File: src/rtl/hdmi_val_scheduler_if.sv
// hdmi_val_scheduler_if: sample-stream bundle around the scheduler.
// Carries the two acquisition channels (valid/ready/data) and the
// val/readValEn word stream toward hdmiIP. The scheduler uses the slave
// modport. The sample sources and the display sink use the master modport.
interface hdmi_val_scheduler_if #(
  parameter int VAL_RES = 12
);
  logic               a_valid;
  logic [VAL_RES-1:0] a_data;
  logic               a_ready;
  logic               b_valid;
  logic [VAL_RES-1:0] b_data;
  logic               b_ready;
  logic [VAL_RES-1:0] val;
  logic               readValEn;

  modport slave (
    input  a_valid, a_data, b_valid, b_data,
    output a_ready, b_ready, val, readValEn
  );

  modport master (
    output a_valid, a_data, b_valid, b_data,
    input  a_ready, b_ready, val, readValEn
  );
endinterface

File: src/rtl/hdmi_val_scheduler.sv
// hdmi_val_scheduler: round-robin merge of acquisition channels A/B into
// the hdmiIP val stream. Each frame carries exactly `width` words.
// Geometry is shadowed and changes only at frame boundaries. On starvation,
// zero pad words are inserted so that the frame length stays fixed.
// Optional feature macro: HDMI_SCHED_TRIGGER_EN adds an ARM state. In ARM,
// the scheduler waits for a rising crossing of trig_level on channel A
// before it starts to fill the frame.
module hdmi_val_scheduler #(
  parameter int VAL_RES = 12,
  parameter int DIM_W   = 32,
  parameter int TIMEOUT = 64,
  parameter int MAX_DIM = 640
) (
  input  logic               pixclk,
  input  logic               rst_n,
  input  logic               frame_start,
  hdmi_val_scheduler_if.slave bus,
  input  logic               cfg_we,
  input  logic [DIM_W-1:0]   cfg_width,
  input  logic [DIM_W-1:0]   cfg_height,
  input  logic [VAL_RES-1:0] trig_level,
  output logic [DIM_W-1:0]   width,
  output logic [DIM_W-1:0]   height,
  output logic               busy,
  output logic               underrun,
  output logic [15:0]        pad_cnt
);

  localparam int                TW       = (TIMEOUT > 1) ? $clog2(TIMEOUT) : 1;
  localparam logic [TW-1:0]     TMO_LAST = TW'(TIMEOUT - 1);
  localparam logic [DIM_W-1:0]  RST_W    = DIM_W'(640);
  localparam logic [DIM_W-1:0]  RST_H    = DIM_W'(480);
  localparam logic [DIM_W-1:0]  DIM_MAX  = DIM_W'(MAX_DIM);

`ifdef HDMI_SCHED_TRIGGER_EN
  typedef enum logic [1:0] {S_IDLE, S_ARM, S_FILL, S_DONE} state_t;
`else
  typedef enum logic [1:0] {S_IDLE, S_FILL, S_DONE} state_t;
`endif

  typedef enum logic {CH_A, CH_B} chan_t;

  state_t             state_q,   state_d;
  logic [VAL_RES-1:0] val_q,     val_d;
  logic               rven_q,    rven_d;
  logic [DIM_W-1:0]   width_q,   width_d;
  logic [DIM_W-1:0]   height_q,  height_d;
  logic [DIM_W-1:0]   pend_w_q,  pend_w_d;
  logic [DIM_W-1:0]   pend_h_q,  pend_h_d;
  logic [DIM_W-1:0]   col_q,     col_d;
  logic [TW-1:0]      timer_q,   timer_d;
  chan_t              rr_q,      rr_d;
  logic               under_q,   under_d;
  logic [15:0]        pad_q,     pad_d;

  logic               a_rdy, b_rdy, a_xfer, b_xfer, word;

`ifdef HDMI_SCHED_TRIGGER_EN
  logic [VAL_RES-1:0] prev_q, prev_d;
  logic               prev_vld_q, prev_vld_d;
`else
  // The trigger threshold only matters when the ARM state is built in.
  logic               unused_trig;
  assign unused_trig = ^trig_level;
`endif

  assign a_xfer = a_rdy && bus.a_valid;
  assign b_xfer = b_rdy && bus.b_valid;

  // Next-state, grant, word-issue and configuration logic.
  always_comb begin
    // NOTE: every variable gets a default before any branch, so no path leaves it unassigned and no latch is inferred.
    state_d  = state_q;
    val_d    = val_q;
    rven_d   = 1'b0;
    width_d  = width_q;
    height_d = height_q;
    pend_w_d = pend_w_q;
    pend_h_d = pend_h_q;
    col_d    = col_q;
    timer_d  = timer_q;
    rr_d     = rr_q;
    under_d  = under_q;
    pad_d    = pad_q;
    a_rdy    = 1'b0;
    b_rdy    = 1'b0;
    word     = 1'b0;
`ifdef HDMI_SCHED_TRIGGER_EN
    prev_d     = prev_q;
    prev_vld_d = prev_vld_q;
`endif

    // An illegal width rejects the whole write, so geometry stays consistent.
    if (cfg_we && (cfg_width != '0) && (cfg_width <= DIM_MAX)) begin
      pend_w_d = cfg_width;
      pend_h_d = cfg_height;
    end

    case (state_q)
      S_IDLE, S_DONE: begin
        if (frame_start) begin
          width_d  = pend_w_q;
          height_d = pend_h_q;
          col_d    = '0;
          pad_d    = '0;
          timer_d  = '0;
`ifdef HDMI_SCHED_TRIGGER_EN
          prev_vld_d = 1'b0;
          state_d    = S_ARM;
`else
          state_d    = S_FILL;
`endif
        end
      end

`ifdef HDMI_SCHED_TRIGGER_EN
      S_ARM: begin
        // Channel A is drained while the scheduler looks for a rising crossing.
        // A frame_start in this state leaves the scheduler in ARM.
        a_rdy = 1'b1;
        if (bus.a_valid) begin
          prev_d     = bus.a_data;
          prev_vld_d = 1'b1;
          if (prev_vld_q && (prev_q < trig_level) && (trig_level <= bus.a_data)) begin
            val_d   = bus.a_data;
            rven_d  = 1'b1;
            rr_d    = CH_B;
            timer_d = '0;
            if (width_q == DIM_W'(1)) begin
              col_d   = '0;
              state_d = S_DONE;
            end else begin
              col_d   = DIM_W'(1);
              state_d = S_FILL;
            end
          end
        end
      end
`endif

      S_FILL: begin
        // The round-robin holder wins a tie. A lone valid channel is granted every cycle.
        a_rdy = bus.a_valid && ((rr_q == CH_A) || !bus.b_valid);
        b_rdy = bus.b_valid && ((rr_q == CH_B) || !bus.a_valid);
        if (a_xfer || b_xfer) begin
          val_d   = a_xfer ? bus.a_data : bus.b_data;
          rven_d  = 1'b1;
          rr_d    = a_xfer ? CH_B : CH_A;
          timer_d = '0;
          word    = 1'b1;
        end else if (timer_q == TMO_LAST) begin
          val_d   = '0;
          rven_d  = 1'b1;
          timer_d = '0;
          word    = 1'b1;
          if (pad_q != 16'hFFFF) pad_d = pad_q + 16'd1;
        end else begin
          timer_d = timer_q + TW'(1);
        end

        if (frame_start) begin
          // hdmiIP has already started the next frame, so the short frame is abandoned.
          under_d = 1'b1;
          col_d   = '0;
          pad_d   = '0;
          timer_d = '0;
        end else if (word) begin
          if (col_q == width_q - DIM_W'(1)) begin
            col_d   = '0;
            state_d = S_DONE;
          end else begin
            col_d = col_q + DIM_W'(1);
          end
        end
      end

      default: state_d = S_IDLE;
    endcase
  end

  // State registers with synchronous active-low reset.
  always_ff @(posedge pixclk) begin
    // NOTE: registers take non-blocking assignments so that every flop samples pre-edge values.
    if (!rst_n) begin
      state_q  <= S_IDLE;
      val_q    <= '0;
      rven_q   <= 1'b0;
      width_q  <= RST_W;
      height_q <= RST_H;
      pend_w_q <= RST_W;
      pend_h_q <= RST_H;
      col_q    <= '0;
      timer_q  <= '0;
      rr_q     <= CH_A;
      under_q  <= 1'b0;
      pad_q    <= '0;
`ifdef HDMI_SCHED_TRIGGER_EN
      prev_q     <= '0;
      prev_vld_q <= 1'b0;
`endif
    end else begin
      state_q  <= state_d;
      val_q    <= val_d;
      rven_q   <= rven_d;
      width_q  <= width_d;
      height_q <= height_d;
      pend_w_q <= pend_w_d;
      pend_h_q <= pend_h_d;
      col_q    <= col_d;
      timer_q  <= timer_d;
      rr_q     <= rr_d;
      under_q  <= under_d;
      pad_q    <= pad_d;
`ifdef HDMI_SCHED_TRIGGER_EN
      prev_q     <= prev_d;
      prev_vld_q <= prev_vld_d;
`endif
    end
  end

  assign bus.a_ready   = a_rdy;
  assign bus.b_ready   = b_rdy;
  assign bus.val       = val_q;
  assign bus.readValEn = rven_q;
  assign width         = width_q;
  assign height        = height_q;
  assign underrun      = under_q;
  assign pad_cnt       = pad_q;
`ifdef HDMI_SCHED_TRIGGER_EN
  assign busy = (state_q == S_FILL) || (state_q == S_ARM);
`else
  assign busy = (state_q == S_FILL);
`endif

endmodule

File: src/flat_wrapper.sv
// flat-port wrapper written by rule: the top's interface ports become plain ports
module hdmi_val_scheduler_flat 
#(
  parameter int VAL_RES = 12,
  parameter int DIM_W   = 32,
  parameter int TIMEOUT = 64,
  parameter int MAX_DIM = 640
)
  (pixclk, rst_n, frame_start, cfg_we, cfg_width, cfg_height, trig_level, width, height, busy, underrun, pad_cnt, bus_a_valid, bus_a_data, bus_b_valid, bus_b_data, bus_a_ready, bus_b_ready, bus_val, bus_readValEn);
  hdmi_val_scheduler_if #(.VAL_RES(VAL_RES)) bus_i ();
  input  logic pixclk;
  input  logic rst_n;
  input  logic frame_start;
  input  logic cfg_we;
  input  logic [DIM_W-1:0] cfg_width;
  input  logic [DIM_W-1:0] cfg_height;
  input  logic [VAL_RES-1:0] trig_level;
  output logic [DIM_W-1:0] width;
  output logic [DIM_W-1:0] height;
  output logic busy;
  output logic underrun;
  output logic [15:0] pad_cnt;
  input wire logic [$bits(bus_i.a_valid)-1:0] bus_a_valid;
  input wire logic [$bits(bus_i.a_data)-1:0] bus_a_data;
  input wire logic [$bits(bus_i.b_valid)-1:0] bus_b_valid;
  input wire logic [$bits(bus_i.b_data)-1:0] bus_b_data;
  output wire logic [$bits(bus_i.a_ready)-1:0] bus_a_ready;
  output wire logic [$bits(bus_i.b_ready)-1:0] bus_b_ready;
  output wire logic [$bits(bus_i.val)-1:0] bus_val;
  output wire logic [$bits(bus_i.readValEn)-1:0] bus_readValEn;
  assign bus_i.a_valid = bus_a_valid;
  assign bus_i.a_data = bus_a_data;
  assign bus_i.b_valid = bus_b_valid;
  assign bus_i.b_data = bus_b_data;
  assign bus_a_ready = bus_i.a_ready;
  assign bus_b_ready = bus_i.b_ready;
  assign bus_val = bus_i.val;
  assign bus_readValEn = bus_i.readValEn;
  hdmi_val_scheduler #(.VAL_RES(VAL_RES), .DIM_W(DIM_W), .TIMEOUT(TIMEOUT), .MAX_DIM(MAX_DIM)) u_core (.pixclk(pixclk), .rst_n(rst_n), .frame_start(frame_start), .bus(bus_i), .cfg_we(cfg_we), .cfg_width(cfg_width), .cfg_height(cfg_height), .trig_level(trig_level), .width(width), .height(height), .busy(busy), .underrun(underrun), .pad_cnt(pad_cnt));
endmodule
File: config.mk
export PLATFORM = sky130hd
export DESIGN_NAME = hdmi_val_scheduler_flat
export DESIGN_NICKNAME = d
export VERILOG_FILES = /design/src/rtl/hdmi_val_scheduler_if.sv /design/src/rtl/hdmi_val_scheduler.sv /design/src/flat_wrapper.sv
export SDC_FILE = /design/constraint.sdc
export NUM_CORES = 1
export LEC_CHECK = 0
export ABC_CLOCK_PERIOD_IN_PS = 7100
export CAP_MARGIN = 25
export CORE_MARGIN = 2
export CORE_UTILIZATION = 45
export DETAILED_ROUTE_END_ITERATION = 12
export GPL_TIMING_DRIVEN = 0
export PLACE_DENSITY = 0.73
export REMOVE_ABC_BUFFERS = 1
export SLEW_MARGIN = 20
export SYNTH_ARGS = -nofsm -noshare
export SYNTH_HDL_FRONTEND = slang
export SYNTH_SLANG_ARGS = --single-unit
File: constraint.sdc
create_clock -name pixclk -period 7.1 [get_ports pixclk]
set_clock_uncertainty 0.2 [all_clocks]
set_input_delay 1.42 -clock pixclk [delete_from_list [all_inputs] [get_ports pixclk]]
set_output_delay 1.42 -clock pixclk [all_outputs]
set_load 0.01 [all_outputs]
==> summary.txt <==
Synthesis
  – Number of synthesized flops with an enable pin: 0
  – Yosys cell types: 54
  – Register area share after synthesis: between 40% and 50%
  – Synth top area cells: dfxtp_1 (45%), nand2_1 (9.0%), a21oi_1 (6.0%), mux2i_1 (5.2%), nor2_1 (5.0%)
  – Largest area contributor in the netlist: dfxtp_1
  – Synth Flop Type: dfxtp_1
  – Post-synth top area share: between 40% and 50%
  – Most common cell in the netlist: nand2_1
  – Yosys warnings: 0
  – Mapped Cells: around 1100
  – Ys async rst share: 0%
  – Commonest cells post-synth: nand2_1 (211), dfxtp_1 (199), nor2_1 (117)
  – Synthesized cell area: 0.008833 mm2
  – #FFs+latches synth: a little under 200
  – Mean Syn Cell Area: between 8 and 9 um2

Final layout
  – Nets: approximately 1400
  – Fillers: between 1500 and 2000
  – Layout cells sized above 1: under 10%
  – Area growth syn-to-layout: 31.88%
  – Number of antenna diodes: 0
  – Util after Layout: about three fifths

Setup path
  – Slowest cell on the critical path: clkdlybuf4s50_1
  – CP Max Fanout: 14
  – Cell repeated most along the worst path: clkdlybuf4s50_1
  – Worst setup EP type: output port
  – CP startpoint kind: input port
  – CP Buf/Inv Count: 3
  – Worst R2R Start: u_core.width[2]$_SDFFE_PN0P_
  – Worst Setup SP: bus_b_valid
  – Top delay family on crit path: buffers and inverters
  – WS Path Type: input port to output port
  – Critical Path RT: between 5000 and 6000 ps
  – Critical Path Max Stage Delay: roughly 620 ps
  – Critical-path cell list: clkdlybuf4s50_1 > nand2_1 > nand3_1 > inv_1 > clkdlybuf4s50_1
  – WP data arrival: approximately 3400 ps

STA
  – Period minus WS final: ~5100 ps
  – Slew Limit Fails: 0
  – Max-slew headroom: a little under two fifths
  – Fmax: about 200 MHz
  – Fin. Hold Viols: 0
  – Actual slew at the worst max-slew pin: 942.0 ps
  – Final period utilization: between 70% and 80%
  – Unrepaired setup endpoints after global routing: false
  – Setup TNS: 0 ps
  – Setup violations, final: 0

Power and ir drop
  – Power per cell area: a little under 200 mW/mm2
  – Clock power share: approximately 43%
  – Peak supply drop: between 0.00015 and 0.0002 V
  – Comb pwr share: between 7 and 8%
  – NetSw: between 0.0005 and 0.0006 W
  – Overall power: approximately 0.0023 W
  – Power Internal: 0.001718 W
  – Leakage power: around 4.5 nW
  – Switching part of the total power: between 20% and 30%
  – Sequential Power Share: between 40 and 50%

Routing
  – Via count: a little over 8000
  – Final ANT Viol Nets: 0
  – Routed vias/inst: approximately 5.3
  – WL per Instance: 14.66 um
  – # DRC: 0
  – Final wirelength: about 22 mm
  – First-pass DRT Iterations: 5
  – DRT iter0 DRCs: a little under 500

Placed design
  – GP Congestion: 0.9315
  – # port buffers: 190
  – Detailed placement HPWL: 15.63 mm

GRT
  – Initial antenna violation count: 0
  – First-pass GRT wire length: between 30 and 40 mm
  – Vias in the first global route: ~7500
  – Largest net degree at the start of global routing: between 80 and 90
  – Total track usage: approximately 22%
  – Global route total overflow: 0

Clocking
  – Clock slew at reported path FFs: ~80 ps
  – H-tree depth: 4
  – Clock Latency Late Sink: about 440 ps
  – CTS tree: done
  – Total CTS buffers: 17
  – Setup Fix Bufs, Post-CTS: 0
  – Hold-fix buffers, CTS: 0
  – Clock buffer depth: 2
  – Clock tree sinks: between 150 and 200
  – Root Buffer: clkbuf_16
  – Post-CTS Resized: 0

Hold path
  – HP Start: u_core.pend_w_q[28]$_SDFFE_PN0P_
  – Type of the worst min-delay path: flip-flop to flip-flop

Floorplan
  – CORE AREA: 0.01933 mm2
  – Die area: about 0.021 mm2
  – Starting density of the core: 45.69%
  – Num rows: 51
  – Ports: roughly 200
  – Die Y: between 100 and 150 um
  – Overall die width: 144.1 um

Run
  – Number of max-cap violations: 0

Status
  – Status: finished, final reports clean
==> cell type report <==
type / count / area (um2) / area share (%)
inverters: 18 / 72.57 / 0.6229
repair buffers: 200 / 2112 / 18.13
well taps: 265 / 331.6 / 2.846
flip-flops and latches: 199 / 3984 / 34.20
multi-input cells: 807 / 4542 / 38.99
clock buffers: 17 / 425.4 / 3.652
clock inverters: 15 / 182.7 / 1.568
==> routing by layer <==
| layer | vias up | routed length, um | share of wire, % | global-route usage, % |
|---|---|---|---|---|
| met4 | 0 | 426 | 1.9 | 8.050 |
| met5 | - | 0 | 0 | 0 |
| met1 | 3760 | 10030 | 45 | 28.40 |
| met3 | 34 | 1307 | 5.9 | 5.695 |
| met2 | 196 | 10540 | 47 | 36.57 |
| li1 | 4053 | - | - | - |
==> placed cells by master (no fill, tap or decap), types with 4 or more instances in the layout <==
cell,Yosys,layout
nor3_1,22,21
o211ai_1,6,6
or4_1,6,6
nand4_1,24,24
nand2b_1,9,8
inv_1,18,17
buf_16,0,6
clkdlybuf4s50_1,0,189
nor3b_1,6,6
a31oi_1,8,8
nand3_1,44,44
dfxtp_1,199,199
and3_1,37,37
ha_1,4,4
nand2_1,211,211
o21ai_1,7,7
nor4_1,12,12
o21ai_0,14,13
nor2_1,117,116
xor2_1,29,29
or3_1,5,5
inv_8,0,4
and2_1,4,4
a21oi_1,106,106
o311ai_1,11,11
nor2b_1,9,8
o22ai_1,7,7
mux2i_1,46,46
xnor2_1,29,29
nand3b_1,4,4
clkbuf_16,0,17
==> cell families (layout without fill, tap and decap cells) <==
kind of cell / after synthesis / after routing / synth area share (%)
compound gates: 174 / 174 / 11.39
xor+xnor: 58 / 58 / 5.751
fa+ha+maj: 4 / 4 / 0.5666
mux: 47 / 47 / 5.467
flops: 199 / 199 / 45.10
buf+inv: 82 / 250 / 3.867
simple gates: 524 / 524 / 27.86
==> registers in the layout, indices dropped and copies added (netlist names) <==
| signal | cells |
|---|---|
| u_core.bus.readValEn | 1 |
| u_core.bus.val | 12 |
| u_core.col_q | 32 |
| u_core.height | 32 |
| u_core.pad_cnt | 16 |
| u_core.pend_h_q | 32 |
| u_core.pend_w_q | 32 |
| u_core.rr_q | 1 |
| u_core.state_q | 2 |
| u_core.timer_q | 6 |
| u_core.underrun | 1 |
| u_core.width | 32 |
==> power groups by stage <==
| stage | clock [W] | combinational (W) | sequential, W |
|---|---|---|---|
| 6_report | 0.000979 | 0.000178 | 0.00113 |
| 4_1_cts | 0.00100 | 0.000180 | 0.00113 |
| 3_3_place_gp | 0 | 0.000165 | 0.00116 |
| 3_5_place_dp | 0 | 0.000179 | 0.00116 |
| 5_1_grt | 0.00104 | 0.000195 | 0.00113 |
| 2_1_floorplan | 0 | 0.0000630 | 0.00116 |
==> path summary, 6_finish.rpt <==
path	end	slack, ps	cells after the start
setup / recovery	bus_a_ready	2040	5
hold / removal	u_core.width[28]$_SDFFE_PN0P_	250	2
hold reg to reg	u_core.width[28]$_SDFFE_PN0P_	250	2
setup reg to reg	u_core.col_q[15]$_SDFFE_PN0P_	2250	9
==> tightest hold or removal path, cell delays in order, from the launching register on <==
cell     delay, ps
dfxtp_1        310
nand2_1         50
a21oi_1         50
==> through the flow <==
| step | cells | setup WS [ps] | instance area (um2) | hold WS [ps] |
|---|---|---|---|---|
| 2_1_floorplan | 1024 | -353.3 | 8559 | 227.4 |
| 3_3_place_gp | 1479 | -3492 | 10790 | 235.1 |
| 3_5_place_dp | 1489 | 2018 | 11040 | 238.6 |
| 4_1_cts | 1521 | 2011 | 11650 | 248.2 |
| 5_1_grt | 1521 | 1725 | 11650 | 264.8 |
| 6_report | 1521 | 2044 | 11650 | 247.0 |
No activity file was read; power rests on OpenSTA's default activity.
